**src/rtl/seq_arith_pkg.sv**
```systemverilog
// Shared definitions for the sequential arithmetic unit: operation encoding
// and the controller state type.
package seq_arith_pkg;

    localparam logic [1:0] OP_ADD = 2'b00;
    localparam logic [1:0] OP_SUB = 2'b01;
    localparam logic [1:0] OP_MUL = 2'b10;
    localparam logic [1:0] OP_DIV = 2'b11;

    typedef enum logic [1:0] {
        ST_IDLE = 2'b00,
        ST_EXEC = 2'b01,
        ST_ITER = 2'b10,
        ST_DONE = 2'b11
    } state_t;

endpackage

```
**src/rtl/seq_muldiv_core.sv**
```systemverilog
// Iterative datapath: LSB-first shift-add multiply and restoring divide,
// one bit per cycle, W cycles per operation after a start pulse.
module seq_muldiv_core #(
    parameter int W = 8
) (
    input  logic           clk,
    input  logic           rst,
    input  logic           start,
    input  logic           is_div,
    input  logic [W-1:0]   a,
    input  logic [W-1:0]   b,
    output logic           done,
    output logic [2*W-1:0] res
);

    localparam int CW = $clog2(W + 1);

    logic           busy_r;
    logic           div_mode_r;
    logic [CW-1:0]  cnt_r;
    logic [2*W-1:0] acc_r;
    logic [2*W-1:0] mcand_r;
    logic [W-1:0]   q_r;
    logic [W-1:0]   dvs_r;

    logic [2*W-1:0] acc_n_s;
    logic [2*W-1:0] mcand_n_s;
    logic [W-1:0]   q_n_s;
    logic [W-1:0]   rem_n_s;
    logic [W:0]     rsh_s;
    logic [W:0]     diff_s;
    logic           last_s;

    // done flags the edge that performs the final step, so res is the
    // value the datapath registers take on that same edge
    assign last_s = busy_r && (cnt_r == CW'(W - 1));
    assign done   = last_s;

    // Next-step arithmetic for whichever operation is in flight
    always_comb begin
        rsh_s     = {acc_r[W-1:0], q_r[W-1]};
        diff_s    = rsh_s - {1'b0, dvs_r};
        mcand_n_s = {mcand_r[2*W-2:0], 1'b0};
        rem_n_s   = {W{1'b0}};
        q_n_s     = q_r;
        acc_n_s   = acc_r;
        res       = {(2*W){1'b0}};
        if (div_mode_r) begin
            // Borrow out of the trial subtract means the divisor did not fit
            if (diff_s[W]) begin
                rem_n_s = rsh_s[W-1:0];
                q_n_s   = {q_r[W-2:0], 1'b0};
            end else begin
                rem_n_s = diff_s[W-1:0];
                q_n_s   = {q_r[W-2:0], 1'b1};
            end
            acc_n_s = {{W{1'b0}}, rem_n_s};
            res     = {rem_n_s, q_n_s};
        end else begin
            acc_n_s = acc_r + (q_r[0] ? mcand_r : {(2*W){1'b0}});
            q_n_s   = {1'b0, q_r[W-1:1]};
            res     = acc_n_s;
        end
    end

    // Operand load on start, one iteration per cycle while busy
    always_ff @(posedge clk or posedge rst) begin
        if (rst) begin
            busy_r     <= 1'b0;
            div_mode_r <= 1'b0;
            cnt_r      <= {CW{1'b0}};
            acc_r      <= {(2*W){1'b0}};
            mcand_r    <= {(2*W){1'b0}};
            q_r        <= {W{1'b0}};
            dvs_r      <= {W{1'b0}};
        end else if (start) begin
            busy_r     <= 1'b1;
            div_mode_r <= is_div;
            cnt_r      <= {CW{1'b0}};
            acc_r      <= {(2*W){1'b0}};
            if (is_div) begin
                mcand_r <= {(2*W){1'b0}};
                q_r     <= a;
                dvs_r   <= b;
            end else begin
                mcand_r <= {{W{1'b0}}, a};
                q_r     <= b;
                dvs_r   <= {W{1'b0}};
            end
        end else if (busy_r) begin
            acc_r   <= acc_n_s;
            mcand_r <= mcand_n_s;
            q_r     <= q_n_s;
            cnt_r   <= cnt_r + CW'(1);
            busy_r  <= !last_s;
        end
    end

endmodule

```
**src/rtl/seq_arith_unit.sv**
```systemverilog
// Sequential unsigned arithmetic unit: ADD/SUB (and divide-by-zero) finish in
// one execute cycle, MUL/DIV iterate W cycles in seq_muldiv_core.
module seq_arith_unit
    import seq_arith_pkg::*;
#(
    parameter int W = 8
) (
    input  logic           clk,
    input  logic           rst,
    input  logic           in_valid,
    output logic           in_ready,
    input  logic [1:0]     op,
    input  logic [W-1:0]   a,
    input  logic [W-1:0]   b,
    output logic           out_valid,
    input  logic           out_ready,
    output logic [2*W-1:0] result,
    output logic           err
);

    state_t         state_r;
    state_t         state_n_s;
    logic [1:0]     op_r;
    logic [W-1:0]   a_r;
    logic [W-1:0]   b_r;
    logic [2*W-1:0] result_r;
    logic           err_r;
    logic           out_valid_r;
    logic           in_ready_r;

    logic           accept_s;
    logic           start_s;
    logic           load_s;
    logic [2*W-1:0] res_n_s;
    logic           err_n_s;
    logic [2*W:0]   exec_s;
    logic           core_done_s;
    logic [2*W-1:0] core_res_s;

    // Single-cycle operations; returns {err, result}
    function automatic logic [2*W:0] exec_calc(
        input logic [1:0]   f_op,
        input logic [W-1:0] f_a,
        input logic [W-1:0] f_b
    );
        logic [2*W-1:0] ext_a;
        logic [2*W-1:0] ext_b;
        ext_a = {{W{1'b0}}, f_a};
        ext_b = {{W{1'b0}}, f_b};
        case (f_op)
            OP_ADD:  exec_calc = {1'b0, ext_a + ext_b};
            OP_SUB:  exec_calc = {1'b0, ext_a - ext_b};
            OP_DIV:  exec_calc = {1'b1, f_a, {W{1'b1}}};
            default: exec_calc = {(2*W+1){1'b0}};
        endcase
    endfunction

    assign accept_s  = in_valid && (state_r == ST_IDLE);
    assign exec_s    = exec_calc(op_r, a_r, b_r);
    assign in_ready  = in_ready_r;
    assign out_valid = out_valid_r;
    assign result    = result_r;
    assign err       = err_r;

    seq_muldiv_core #(.W(W)) u_core (
        .clk    (clk),
        .rst    (rst),
        .start  (start_s),
        .is_div (op == OP_DIV),
        .a      (a),
        .b      (b),
        .done   (core_done_s),
        .res    (core_res_s)
    );

    // Controller next-state and result selection
    always_comb begin
        state_n_s = state_r;
        start_s   = 1'b0;
        load_s    = 1'b0;
        res_n_s   = result_r;
        err_n_s   = err_r;
        case (state_r)
            ST_IDLE: begin
                if (accept_s) begin
                    if ((op == OP_MUL) || ((op == OP_DIV) && (b != {W{1'b0}}))) begin
                        state_n_s = ST_ITER;
                        start_s   = 1'b1;
                    end else begin
                        state_n_s = ST_EXEC;
                    end
                end else begin
                    state_n_s = ST_IDLE;
                end
            end
            ST_EXEC: begin
                state_n_s          = ST_DONE;
                load_s             = 1'b1;
                {err_n_s, res_n_s} = exec_s;
            end
            ST_ITER: begin
                if (core_done_s) begin
                    state_n_s = ST_DONE;
                    load_s    = 1'b1;
                    res_n_s   = core_res_s;
                    err_n_s   = 1'b0;
                end else begin
                    state_n_s = ST_ITER;
                end
            end
            ST_DONE: begin
                if (out_ready) begin
                    state_n_s = ST_IDLE;
                end else begin
                    state_n_s = ST_DONE;
                end
            end
            default: begin
                state_n_s = ST_IDLE;
            end
        endcase
    end

    // State, handshake flags and output registers
    always_ff @(posedge clk or posedge rst) begin
        if (rst) begin
            state_r     <= ST_IDLE;
            result_r    <= {(2*W){1'b0}};
            err_r       <= 1'b0;
            out_valid_r <= 1'b0;
            in_ready_r  <= 1'b1;
        end else begin
            state_r     <= state_n_s;
            out_valid_r <= (state_n_s == ST_DONE);
            in_ready_r  <= (state_n_s == ST_IDLE);
            if (load_s) begin
                result_r <= res_n_s;
                err_r    <= err_n_s;
            end
        end
    end

    // Operand capture so later input changes cannot disturb the transaction
    always_ff @(posedge clk or posedge rst) begin
        if (rst) begin
            op_r <= 2'b00;
            a_r  <= {W{1'b0}};
            b_r  <= {W{1'b0}};
        end else if (accept_s) begin
            op_r <= op;
            a_r  <= a;
            b_r  <= b;
        end
    end

endmodule

```
**config.mk**
```make
export PLATFORM = sky130hd
export DESIGN_NAME = seq_arith_unit
export DESIGN_NICKNAME = d
export VERILOG_FILES = /design/src/rtl/seq_arith_pkg.sv /design/src/rtl/seq_muldiv_core.sv /design/src/rtl/seq_arith_unit.sv
export SDC_FILE = /design/constraint.sdc
export NUM_CORES = 1
export LEC_CHECK = 0
export BUFFER_PORTS_ARGS = -buffer_cell sky130_fd_sc_hd__buf_2
export CAP_MARGIN = 20
export CORE_ASPECT_RATIO = 1.5
export CORE_MARGIN = 1.5
export CORE_UTILIZATION = 55
export DETAILED_ROUTE_END_ITERATION = 10
export PLACE_DENSITY = 0.83
export SLEW_MARGIN = 10
export SYNTH_ARGS = -nofsm -noshare
export SYNTH_HDL_FRONTEND = slang
export SYNTH_HIERARCHICAL = 1
export SYNTH_SLANG_ARGS = --single-unit
```
**constraint.sdc**
```tcl
create_clock -name clk -period 9.7 [get_ports clk]
set_input_delay 1.94 -clock clk [delete_from_list [all_inputs] [get_ports clk]]
set_output_delay 1.94 -clock clk [all_outputs]
set_load 0.03 [all_outputs]
```
==> flow_summary.ini <==
[setup_path]
cpMostUsedCell = buf_4
cp_num_cells = 9
arrival_ps = 4290
crit_path_start = in_valid
endpoint = u_core/mcand_r[6]$_DFFE_PP0P_
crit_fanout = 56
rr_endpoint = result[12]$_DFFE_PP0P_
crit_slowest_cell = nor2_1
reg2reg_setup_slack_ps = 5680
critPathMaxStageDelay_ps = 460
end_kind = flip-flop
path_cells = buf_2 > nor3b_2 > buf_4 > and3_2 > buf_4 > inv_1 > nor2_1 > nand2_1 > o21ai_0
cp.required_ps = 9950
critical_path_class = input pin to flip-flop
start_kind = input pin
worstReg2RegStart = u_core/q_r[0]$_DFFE_PP0P_
critPathBufInv = 4
rr_worst_depth = 13
cp_top_family = buffers and inverters

[floorplan]
die_h_um = 134
dieArea_sq_um = 12200
rows = 47
coreArea_sq_um = 11100
ioPinCount = 41
chipWidth_um = 90.6
start_util = 0.570

[placement]
portBuffers = 40
dpl_cell_area_sq_um = 6600
placed_cells = 880
hpwl_um = 13300
gp_congestion = 0.912

[drt]
avgRoutedWirePerCell_um = 19.6
first_pass_iters = 5
drc = 0
drtIter0Drc = 568
routed_wl_um = 17500
drtAntennaViolNets = 0
via_count = 5616
avgViaCountPerCell = 6.26

[yosys]
synth_nets = 792
avgSynthCellArea_sq_um = 8.74
netlist_instances = 725
netlist_area_sq_um = 6330
yosys_warnings = 6
synth_edf_count = 0
ys_types = 68
ys_seq_area_frac = 0.368
yosys_register_bits = 93
yosys_most_used_dff = dfrtp_1
synthArstFlopShare = 1.00

[power_and_ir_drop]
finalPower_mw = 2.76
ir_drop_mv = 0.261
leakagePower_nw = 3.17
cellPowerDensity_nw_per_um2 = 399

[clock_tree]
cts_hold_buf = 0
clockBufferDepth = 2
clk_pin_slew_worst_paths_ps = 60
cts_tree = built
numCtsBuffers = 9
clock_latency_ps = 340
cts_setup_buffers = 0
cts_sinks = 93
cts_max_level = 3
clockRootBuffer = clkbuf_16
cts-resized-gates = 0

[grt]
grtUsageMet3 = 0.0437
grt_overflow = 0
grt_pass1_vias = 5408
grt_pass1_wl_um = 28000
grt_use_total = 0.294
grt_start_max_net_pins = 57
met1_usage = 0.329
use_met2 = 0.530
antenna_found_initial = 0
gr-max-usage-layer = met2

[sta]
drv_slew = 0
max_freq_mhz = 247
slew_headroom = 0.385
skew_ps = 5.72
fin_crit_ps = 4040
rsz0062_at_grt = false
hold_viol_final = 0
hold_slack_ps = 500
period_share = 0.417
tightest_slew_ps = 923
setup_viol = 0
fin_setup_tns_ps = 0

[worst_hold_path]
hold_path.class = flip-flop to flip-flop

[cells_and_area]
final_layout_size_suffix_gt1_frac = 0.121
n_fill_cell = 924
nets = 812
stdcell_area_sq_um = 6930
syn_to_final_growth_pct = 9.38
final_cells = 897
antenna_cells = 0

[job]
cap_violations = 0

[run_status]
outcome = completed
==> cell type report <==
type                            count  area, sq um  share of cell area
Clock buffer                       11          253              0.0365
Clock inverter                      5         58.8             0.00849
Inverter                           40          150              0.0217
Multi-Input combinational cell    556         3700               0.535
Sequential cell                    93         2330               0.336
Tap cell                          147          184              0.0265
Timing Repair Buffer               45          250              0.0361
==> per-layer routing <==
layer  wire [um]  vias up  share of wire
met4         882        0          0.050
met3         860       53          0.049
met1        6560     2731           0.37
met5           0        -              0
met2        9240      221           0.53
li1            -     2611              -
==> cells in the mapped netlist, drive strengths merged, types with 5 or more instances <==
| cell | count | area, sq um |
|---|---|---|
| a211oi | 11 | 82.6 |
| a21o | 14 | 105 |
| a21oi | 57 | 285 |
| a221oi | 5 | 56.3 |
| a311oi | 8 | 88.8 |
| a31oi | 5 | 31.3 |
| and2 | 18 | 113 |
| buf | 12 | 66.3 |
| clkbuf | 24 | 91.3 |
| dfrtp | 92 | 2300 |
| ha | 41 | 513 |
| inv | 40 | 150 |
| mux2 | 14 | 158 |
| mux2i | 27 | 274 |
| nand2 | 93 | 357 |
| nand2b | 6 | 37.5 |
| nand3 | 15 | 75.1 |
| nor2 | 56 | 210 |
| nor2b | 6 | 37.5 |
| nor3 | 11 | 55.1 |
| nor3b | 5 | 37.5 |
| o211ai | 5 | 42.5 |
| o21a | 7 | 52.6 |
| o21ai | 62 | 314 |
| o22ai | 7 | 43.8 |
| o31ai | 5 | 42.5 |
| or3 | 9 | 56.3 |
| xnor2 | 18 | 158 |
| xor2 | 6 | 52.6 |
==> registers in the layout, summed over array words and instances (netlist names) <==
name / count
b_r: 8
u_core/div_mode_r: 1
result: 16
u_core/dvs_r: 8
out_valid: 1
in_ready: 1
u_core/mcand_r: 16
u_core/q_r: 8
err: 1
u_core/cnt_r: 4
u_core/acc_r: 16
op_r: 2
u_core/busy_r: 1
a_r: 8
state_r: 2
==> worst min path at each step <==
stage / start / end / slack [ps] / depth (start not counted)
detailed placement: err$_DFFE_PP0P_ / err$_DFFE_PP0P_ / 480 / 1
global route: err$_DFFE_PP0P_ / err$_DFFE_PP0P_ / 530 / 1
CTS: err$_DFFE_PP0P_ / err$_DFFE_PP0P_ / 500 / 1
finish: err$_DFFE_PP0P_ / err$_DFFE_PP0P_ / 500 / 1
global placement: err$_DFFE_PP0P_ / err$_DFFE_PP0P_ / 490 / 1
floorplan: u_core/acc_r[14]$_DFFE_PP0P_ / u_core/acc_r[14]$_DFFE_PP0P_ / 480 / 2
==> stage by stage <==
stage                      util  setup WS (ps)
after CTS                 0.622           5740
after detailed placement  0.593           5420
after global placement    0.593           5520
after floorplan               -           6250
after global routing      0.623           5450
final                     0.623           5660
==> kinds of logic (layout without fill, tap and decap cells) <==
logic type                 Yosys count  count (layout)  share of synthesized area
buffers and inverters               76             101                     0.0486
muxes                               41              41                     0.0682
adders and majority gates           45              45                     0.0936
and+or+nand+nor                    230             230                      0.166
xor gates and xnor gates            24              24                     0.0332
DFF                                 93              93                      0.368
AOI/OAI and AO/OA                  216             216                      0.223
==> worst reg2reg max path, delay by kind of cell (launching register included) <==
kind            cells  cell delay, ps
xor+xnor            1             420
simple gates        4             930
flops               1             550
compound gates      6            1340
fa+ha+maj           2             640
==> report_power, final <==
group / total [mW] / internal [mW] / switching, mW
clock network: 0.362 / 0.214 / 0.149
registers: 0.754 / 0.561 / 0.193
logic: 1.65 / 0.643 / 1.01
total: 2.76 / 1.42 / 1.35
==> layout by cell type, fill, tap and decap left out, types with 9 or more instances in the layout <==
| cell type | synthesis | routed |
|---|---|---|
| clkbuf_16 | 0 | 9 |
| a211oi_1 | 11 | 11 |
| and2_1 | 18 | 18 |
| nand3_1 | 15 | 15 |
| mux2_2 | 11 | 11 |
| inv_1 | 37 | 36 |
| o21ai_0 | 60 | 60 |
| nor3_1 | 11 | 11 |
| mux2i_1 | 26 | 26 |
| a21o_1 | 14 | 14 |
| xnor2_1 | 18 | 18 |
| nand2_1 | 92 | 92 |
| buf_2 | 5 | 40 |
| nor2_1 | 56 | 56 |
| or3_1 | 9 | 9 |
| a21oi_1 | 57 | 57 |
| dfrtp_1 | 92 | 92 |
| ha_1 | 41 | 41 |
(Power assumes the default switching activity.)
